[config.mk]
export PLATFORM = sky130hd
export DESIGN_NAME = pipelined_addsub
export DESIGN_NICKNAME = d
export VERILOG_FILES = /design/src/rtl/pipelined_addsub.sv
export SDC_FILE = /design/constraint.sdc
export NUM_CORES = 1
export LEC_CHECK = 0
export CORE_MARGIN = 2
export CORE_UTILIZATION = 35
export DETAILED_ROUTE_END_ITERATION = 8
export PLACE_DENSITY = 0.54
export SYNTH_ARGS = -nofsm -noshare
export SYNTH_HDL_FRONTEND = slang
export SYNTH_SLANG_ARGS = --single-unit
[constraint.sdc]
create_clock -name clk -period 7.2 [get_ports clk]
set_clock_uncertainty 0.1 [all_clocks]
set_input_delay 1.44 -clock clk [delete_from_list [all_inputs] [get_ports clk]]
set_output_delay 1.44 -clock clk [all_outputs]
set_load 0.005 [all_outputs]
[src/rtl/pipelined_addsub.sv]
// pipelined_addsub: WIDTH-bit add/subtract split into STAGES ripple-carry chunks,
// one chunk per pipeline stage, with the carry registered between stages.
// Operand chunks not yet added ride along in skew registers. Finished sum
// chunks accumulate per stage, so the whole result leaves the last stage at once.
// Optional build macro: ADDSUB_SAT_EN. It saturates sum to the signed limit on overflow.
module pipelined_addsub #(
    parameter int WIDTH  = 32,
    parameter int STAGES = 4
) (
    input  logic             clk,
    input  logic             rst,
    input  logic             in_valid,
    output logic             in_ready,
    input  logic             sub,
    input  logic             c_in,
    input  logic [WIDTH-1:0] x,
    input  logic [WIDTH-1:0] y,
    output logic             out_valid,
    input  logic             out_ready,
    output logic [WIDTH-1:0] sum,
    output logic             c_out,
    output logic             c_out2,
    output logic             v,
    output logic             zero,
    output logic             neg
);
    localparam int CW = WIDTH / STAGES;

    if (STAGES < 1 || (WIDTH % STAGES) != 0) begin : g_param_err
        $error("pipelined_addsub: WIDTH must be divisible by STAGES (STAGES >= 1)");
    end

    logic              advance;
    logic              in_fire;
    logic [WIDTH-1:0]  y_eff;
    logic              c_eff;
    logic [STAGES-1:0] vld_d, vld_q;
    logic [WIDTH-1:0]  raw_sum;

    // The whole pipe moves in lock-step. An empty output slot never blocks it.
    always_comb begin
        advance  = ~out_valid | out_ready;
        in_ready = advance;
        in_fire  = in_valid & advance;
    end

    // Subtract is x + ~y + ~c_in, so c_in acts as a borrow.
    always_comb begin
        y_eff = sub ? ~y : y;
        c_eff = sub ? ~c_in : c_in;
    end

    // The valid bits shift along with the data. Bubbles come in as 0.
    always_comb begin
        vld_d = vld_q;
        if (advance) begin
            vld_d[0] = in_fire;
            for (int k = 1; k < STAGES; k++) vld_d[k] = vld_q[k-1];
        end
    end

    // Valid shift register
    always_ff @(posedge clk or posedge rst) begin
        if (rst) vld_q <= '0;
        else     vld_q <= vld_d;
    end

    for (genvar k = 0; k < STAGES; k++) begin : g_st
        localparam int DONE = (k + 1) * CW;    // result bits known after this stage
        localparam int REM  = WIDTH - DONE;    // operand bits still to be added

        logic [CW-1:0]   a, b, s;
        logic            ci, co;
        logic [DONE-1:0] sum_d, sum_q;
        logic            co_d, co_q;

        if (k == 0) begin : g_src
            assign a  = x[CW-1:0];
            assign b  = y_eff[CW-1:0];
            assign ci = c_eff;
        end else begin : g_src
            assign a  = g_st[k-1].g_rest.x_rest_q[CW-1:0];
            assign b  = g_st[k-1].g_rest.y_rest_q[CW-1:0];
            assign ci = g_st[k-1].co_q;
        end

        // Ripple-add this stage's chunk using the carry from the previous stage
        always_comb begin
            {co, s} = {1'b0, a} + {1'b0, b} + {{CW{1'b0}}, ci};
        end

        if (k == 0) begin : g_acc
            // The first chunk starts the result accumulator.
            always_comb begin
                sum_d = advance ? s : sum_q;
                co_d  = advance ? co : co_q;
            end
        end else begin : g_acc
            // Append this chunk above the chunks finished in earlier stages.
            always_comb begin
                sum_d = advance ? {s, g_st[k-1].sum_q} : sum_q;
                co_d  = advance ? co : co_q;
            end
        end

        // Stage result and carry registers
        always_ff @(posedge clk or posedge rst) begin
            if (rst) begin
                sum_q <= '0;
                co_q  <= 1'b0;
            end else begin
                sum_q <= sum_d;
                co_q  <= co_d;
            end
        end

        if (REM > 0) begin : g_rest
            logic [REM-1:0] x_rest_d, x_rest_q, y_rest_d, y_rest_q;

            if (k == 0) begin : g_in
                // Skew: the upper operand chunks wait for later stages.
                always_comb begin
                    x_rest_d = advance ? x[WIDTH-1:CW] : x_rest_q;
                    y_rest_d = advance ? y_eff[WIDTH-1:CW] : y_rest_q;
                end
            end else begin : g_in
                // Skew: drop the chunk consumed here and pass the rest on.
                always_comb begin
                    x_rest_d = advance ? g_st[k-1].g_rest.x_rest_q[REM+CW-1:CW] : x_rest_q;
                    y_rest_d = advance ? g_st[k-1].g_rest.y_rest_q[REM+CW-1:CW] : y_rest_q;
                end
            end

            // Skew registers for the operand bits not yet added
            always_ff @(posedge clk or posedge rst) begin
                if (rst) begin
                    x_rest_q <= '0;
                    y_rest_q <= '0;
                end else begin
                    x_rest_q <= x_rest_d;
                    y_rest_q <= y_rest_d;
                end
            end
        end

        if (k == STAGES - 1) begin : g_last
            logic c2_d, c2_q;
`ifdef ADDSUB_SAT_EN
            logic xmsb_d, xmsb_q;
`endif
            // Carry into the MSB is recovered as s ^ a ^ b at that bit.
            always_comb begin
                c2_d = advance ? (s[CW-1] ^ a[CW-1] ^ b[CW-1]) : c2_q;
`ifdef ADDSUB_SAT_EN
                xmsb_d = advance ? a[CW-1] : xmsb_q;
`endif
            end

            // Flag-source registers of the final stage
            always_ff @(posedge clk or posedge rst) begin
                if (rst) begin
                    c2_q <= 1'b0;
`ifdef ADDSUB_SAT_EN
                    xmsb_q <= 1'b0;
`endif
                end else begin
                    c2_q <= c2_d;
`ifdef ADDSUB_SAT_EN
                    xmsb_q <= xmsb_d;
`endif
                end
            end
        end
    end

    // Outputs and flags are taken from the final registered stage.
    always_comb begin
        out_valid = vld_q[STAGES-1];
        raw_sum   = g_st[STAGES-1].sum_q;
        c_out     = g_st[STAGES-1].co_q;
        c_out2    = g_st[STAGES-1].g_last.c2_q;
        v         = c_out ^ c_out2;
        sum       = raw_sum;
`ifdef ADDSUB_SAT_EN
        if (v) sum = g_st[STAGES-1].g_last.xmsb_q ? {1'b1, {(WIDTH-1){1'b0}}}
                                                  : {1'b0, {(WIDTH-1){1'b1}}};
`endif
        // Gate zero with valid so the cleared (all-zero) slot does not report zero.
        zero      = out_valid & (sum == '0);
        neg       = sum[WIDTH-1];
    end
endmodule

==> results.md <==
- Prevailing post-synth register cell: dfrtp_1
- Inst Count DP: 1315
- Drt first pass iters: 4
- Register bit total from synthesis: 185
- N_diodes: 0
- Routed Antenna Nets: 0
- Pwr dens: 419 mW/mm2
- Yosys top cell by area: dfrtp_1
- First DRT Iteration DRCs: 315
- Port bufs: 108
- DRC violations left: 0
- GRT Util Overall: 0.144
- Hold Path Class: reg2reg
- Clk_lat worst skew: 0.42 ns
- Yosys cell types: 43
- Clock Power Share: 0.206
- Hold slack: 0.360 ns
- Most common cell after layout, fill and taps aside: nand2_1
- Final worst setup slack: 2.81 ns
- IO Count: 109
- Setup crit end kind: output pin
- Die Y: 160 um
- CP Launch Type: input port
- Comb power frac: 0.379
- Slew HR: 0.336
- Mapped Nets: 1034
- Post-synthesis cell count: 928
- Clock sinks: 185
- Layout cell share with drive strength beyond 1: 0.0438
- Worst R2R Setup Slack: 4.00 ns
- Post-CTS Setup Bufs: 0
- Chip Width: 160 um
- WP data arrival: 2.85 ns
- Worst slew pin tran: 0.996 ns
- Pre-CTS WS: 2.44 ns
- Total routed wirelength: 17200 um
- Async S/R FF share, synth: 1.00
- Hold Violations, Final: 0
- RR Startpoint: vld_q[3]
- Top cells by area, synth: dfrtp_1 55%, nand2_1 19%, ha_1 4.1%
- Root Buffer: clkbuf_16
- Vias post-DR: 6049
- Vias/cell: 4.49
- RSZ-0062 raised after global routing: no
- Core ar.: 0.0236 mm2
- Final nets: 1121
- Sw Pwr: 1.55 mW
- Clock tree from TritonCTS: yes
- Total power consumption of the routed design: 4.33 mW
- Critical path class: in2out
- Sequential power share: 0.416
- Fin cells: 1347
- Hold_sp: vld_q[2]
- First-pass GRT wire length: 29900 um
- Wire per inst: 12.7 um
- Critical Path Fanout Max: 17
- Number of synthesized flops with an enable pin: 0
- Worst-path clk slew: 0.07 ns
- CTS resizes: 0
- Cts hold-fix bufs: 0
- H-tree levels: 4
- Share of the synthesized area in the top cell type: 0.545
- Min cycle time layout: 4.39 ns
- Most frequent cells in the layout: 431 x nand2_1, 185 x dfrtp_1, 107 x clkdlybuf4s50_1, 43 x o21ai_0, 35 x xnor2_1
- GRT overflow: 0
- Synth Area per Inst: 9.15 um2
- Initial Util: 0.359
- Num rows: 56
- Number of buffers created by CTS: 17
- Number of global-route vias before repair: 6189
- P_int: 2.78 mW
- Highest Clock Rate: 228 MHz
- Sw frac: 0.358
- Fin. max-slew vios: 0
- Hpwl dp: 11400 um
- Status: completed
- Leakage: 4.98 nW
- Fillers: 2391
- Maximum clock path buffer count: 2
- Largest net degree at the start of global routing: 135
- TNS Setup: 0 ns
- CP Launch Point: out_ready
- Synth Cell Area: 0.00849 mm2
- Max Cap Viol: 0
- Initial antenna violation count: 0
- Final setup violation count: 0
- Syn-to-layout area delta: 21.8%
- Synth warnings: 0
- Die area: 0.0255 mm2
- Placer Congestion: 0.733
- Worst endpoint required time: 5.66 ns
- Sequential share of the synthesized area: 0.545
- VDD IR max: 125 uV
- Period utilization: 0.610
[registers in the layout, indices dropped and copies added (netlist names)]
signal and count:
g_st.g_rest.x_rest_q 48, g_st.g_rest.y_rest_q 48, g_st.sum_q 48, sum 32, vld_q 4, g_st.co_q 3
c_out 1, c_out2 1
[final cells by class]
| type | count | area, um2 | area share |
|---|---|---|---|
| sequential | 185 | 4630 | 0.448 |
| multi-input combinational | 683 | 3560 | 0.345 |
| timing repair buffer | 114 | 1120 | 0.108 |
| clock buffer | 21 | 460 | 0.0446 |
| tap | 319 | 399 | 0.0386 |
| clock inverter | 11 | 97.6 | 0.00944 |
| inverter | 14 | 62.6 | 0.00605 |
[final timing paths]
path,cells past startpoint,end
worst max-delay path,4,in_ready
worst min-delay path,2,vld_q[2]
worst max register to register,6,g_st[0].sum_q[6]
worst min register to register,2,vld_q[2]
max in group asynchronous,3,g_st[2].sum_q[21]
min in group asynchronous,2,g_st[0].g_rest.x_rest_q[3]
[logic make-up (layout without fill, tap and decap cells)]
| logic type | count (synthesis) | in the layout | share of synthesized area |
|---|---|---|---|
| compound gates | 112 | 112 | 0.0823 |
| fa+ha+maj | 36 | 36 | 0.0602 |
| xor+xnor | 53 | 53 | 0.0547 |
| simple gates | 482 | 482 | 0.222 |
| buf+inv | 60 | 160 | 0.0354 |
| flops | 185 | 185 | 0.545 |
[power by group through the flow]
stage | Clock [mW] | Sequential (mW) | Combinational (mW)
after floorplan | 0 | 1.75 | 1.18
after global placement | 0 | 1.82 | 1.65
after detailed placement | 0 | 1.83 | 1.68
after CTS | 0.919 | 1.81 | 1.69
after global routing | 0.964 | 1.87 | 1.91
final | 0.892 | 1.80 | 1.64
[routing by layer]
metal,GRT usage,routed length (um),up-vias
li1,-,-,3143
met1,0.193,8520,2815
met2,0.234,7850,77
met3,0.0299,521,14
met4,0.0467,267,0
met5,0,0,-
[per-stage QoR]
step	util	area, um2
floorplan	-	8490
global placement	0.414	9780
detailed placement	0.414	9780
CTS	0.438	10300
global route	0.438	10300
finish	0.438	10300
[worst max-delay path: stages]
cell and delay (ns):
clkdlybuf4s50_1 0.44, nor2b_4 0.38, inv_4 0.11, clkdlybuf4s50_1 0.47
[synthesized netlist by cell type (5+ instances only)]
cell      count
a211oi_1      7
a21o_1        8
a21oi_1      20
buf_2        24
buf_4        12
clkbuf_1     10
dfrtp_1     185
fa_1          8
ha_1         28
inv_1        13
nand2_1     431
nor2_1       19
nor4_1        7
o21a_1        6
o21ai_0      43
o21bai_1      6
o31ai_1       6
or3_1         5
xnor2_1      35
xor2_1       18
(Power assumes the default switching activity.)
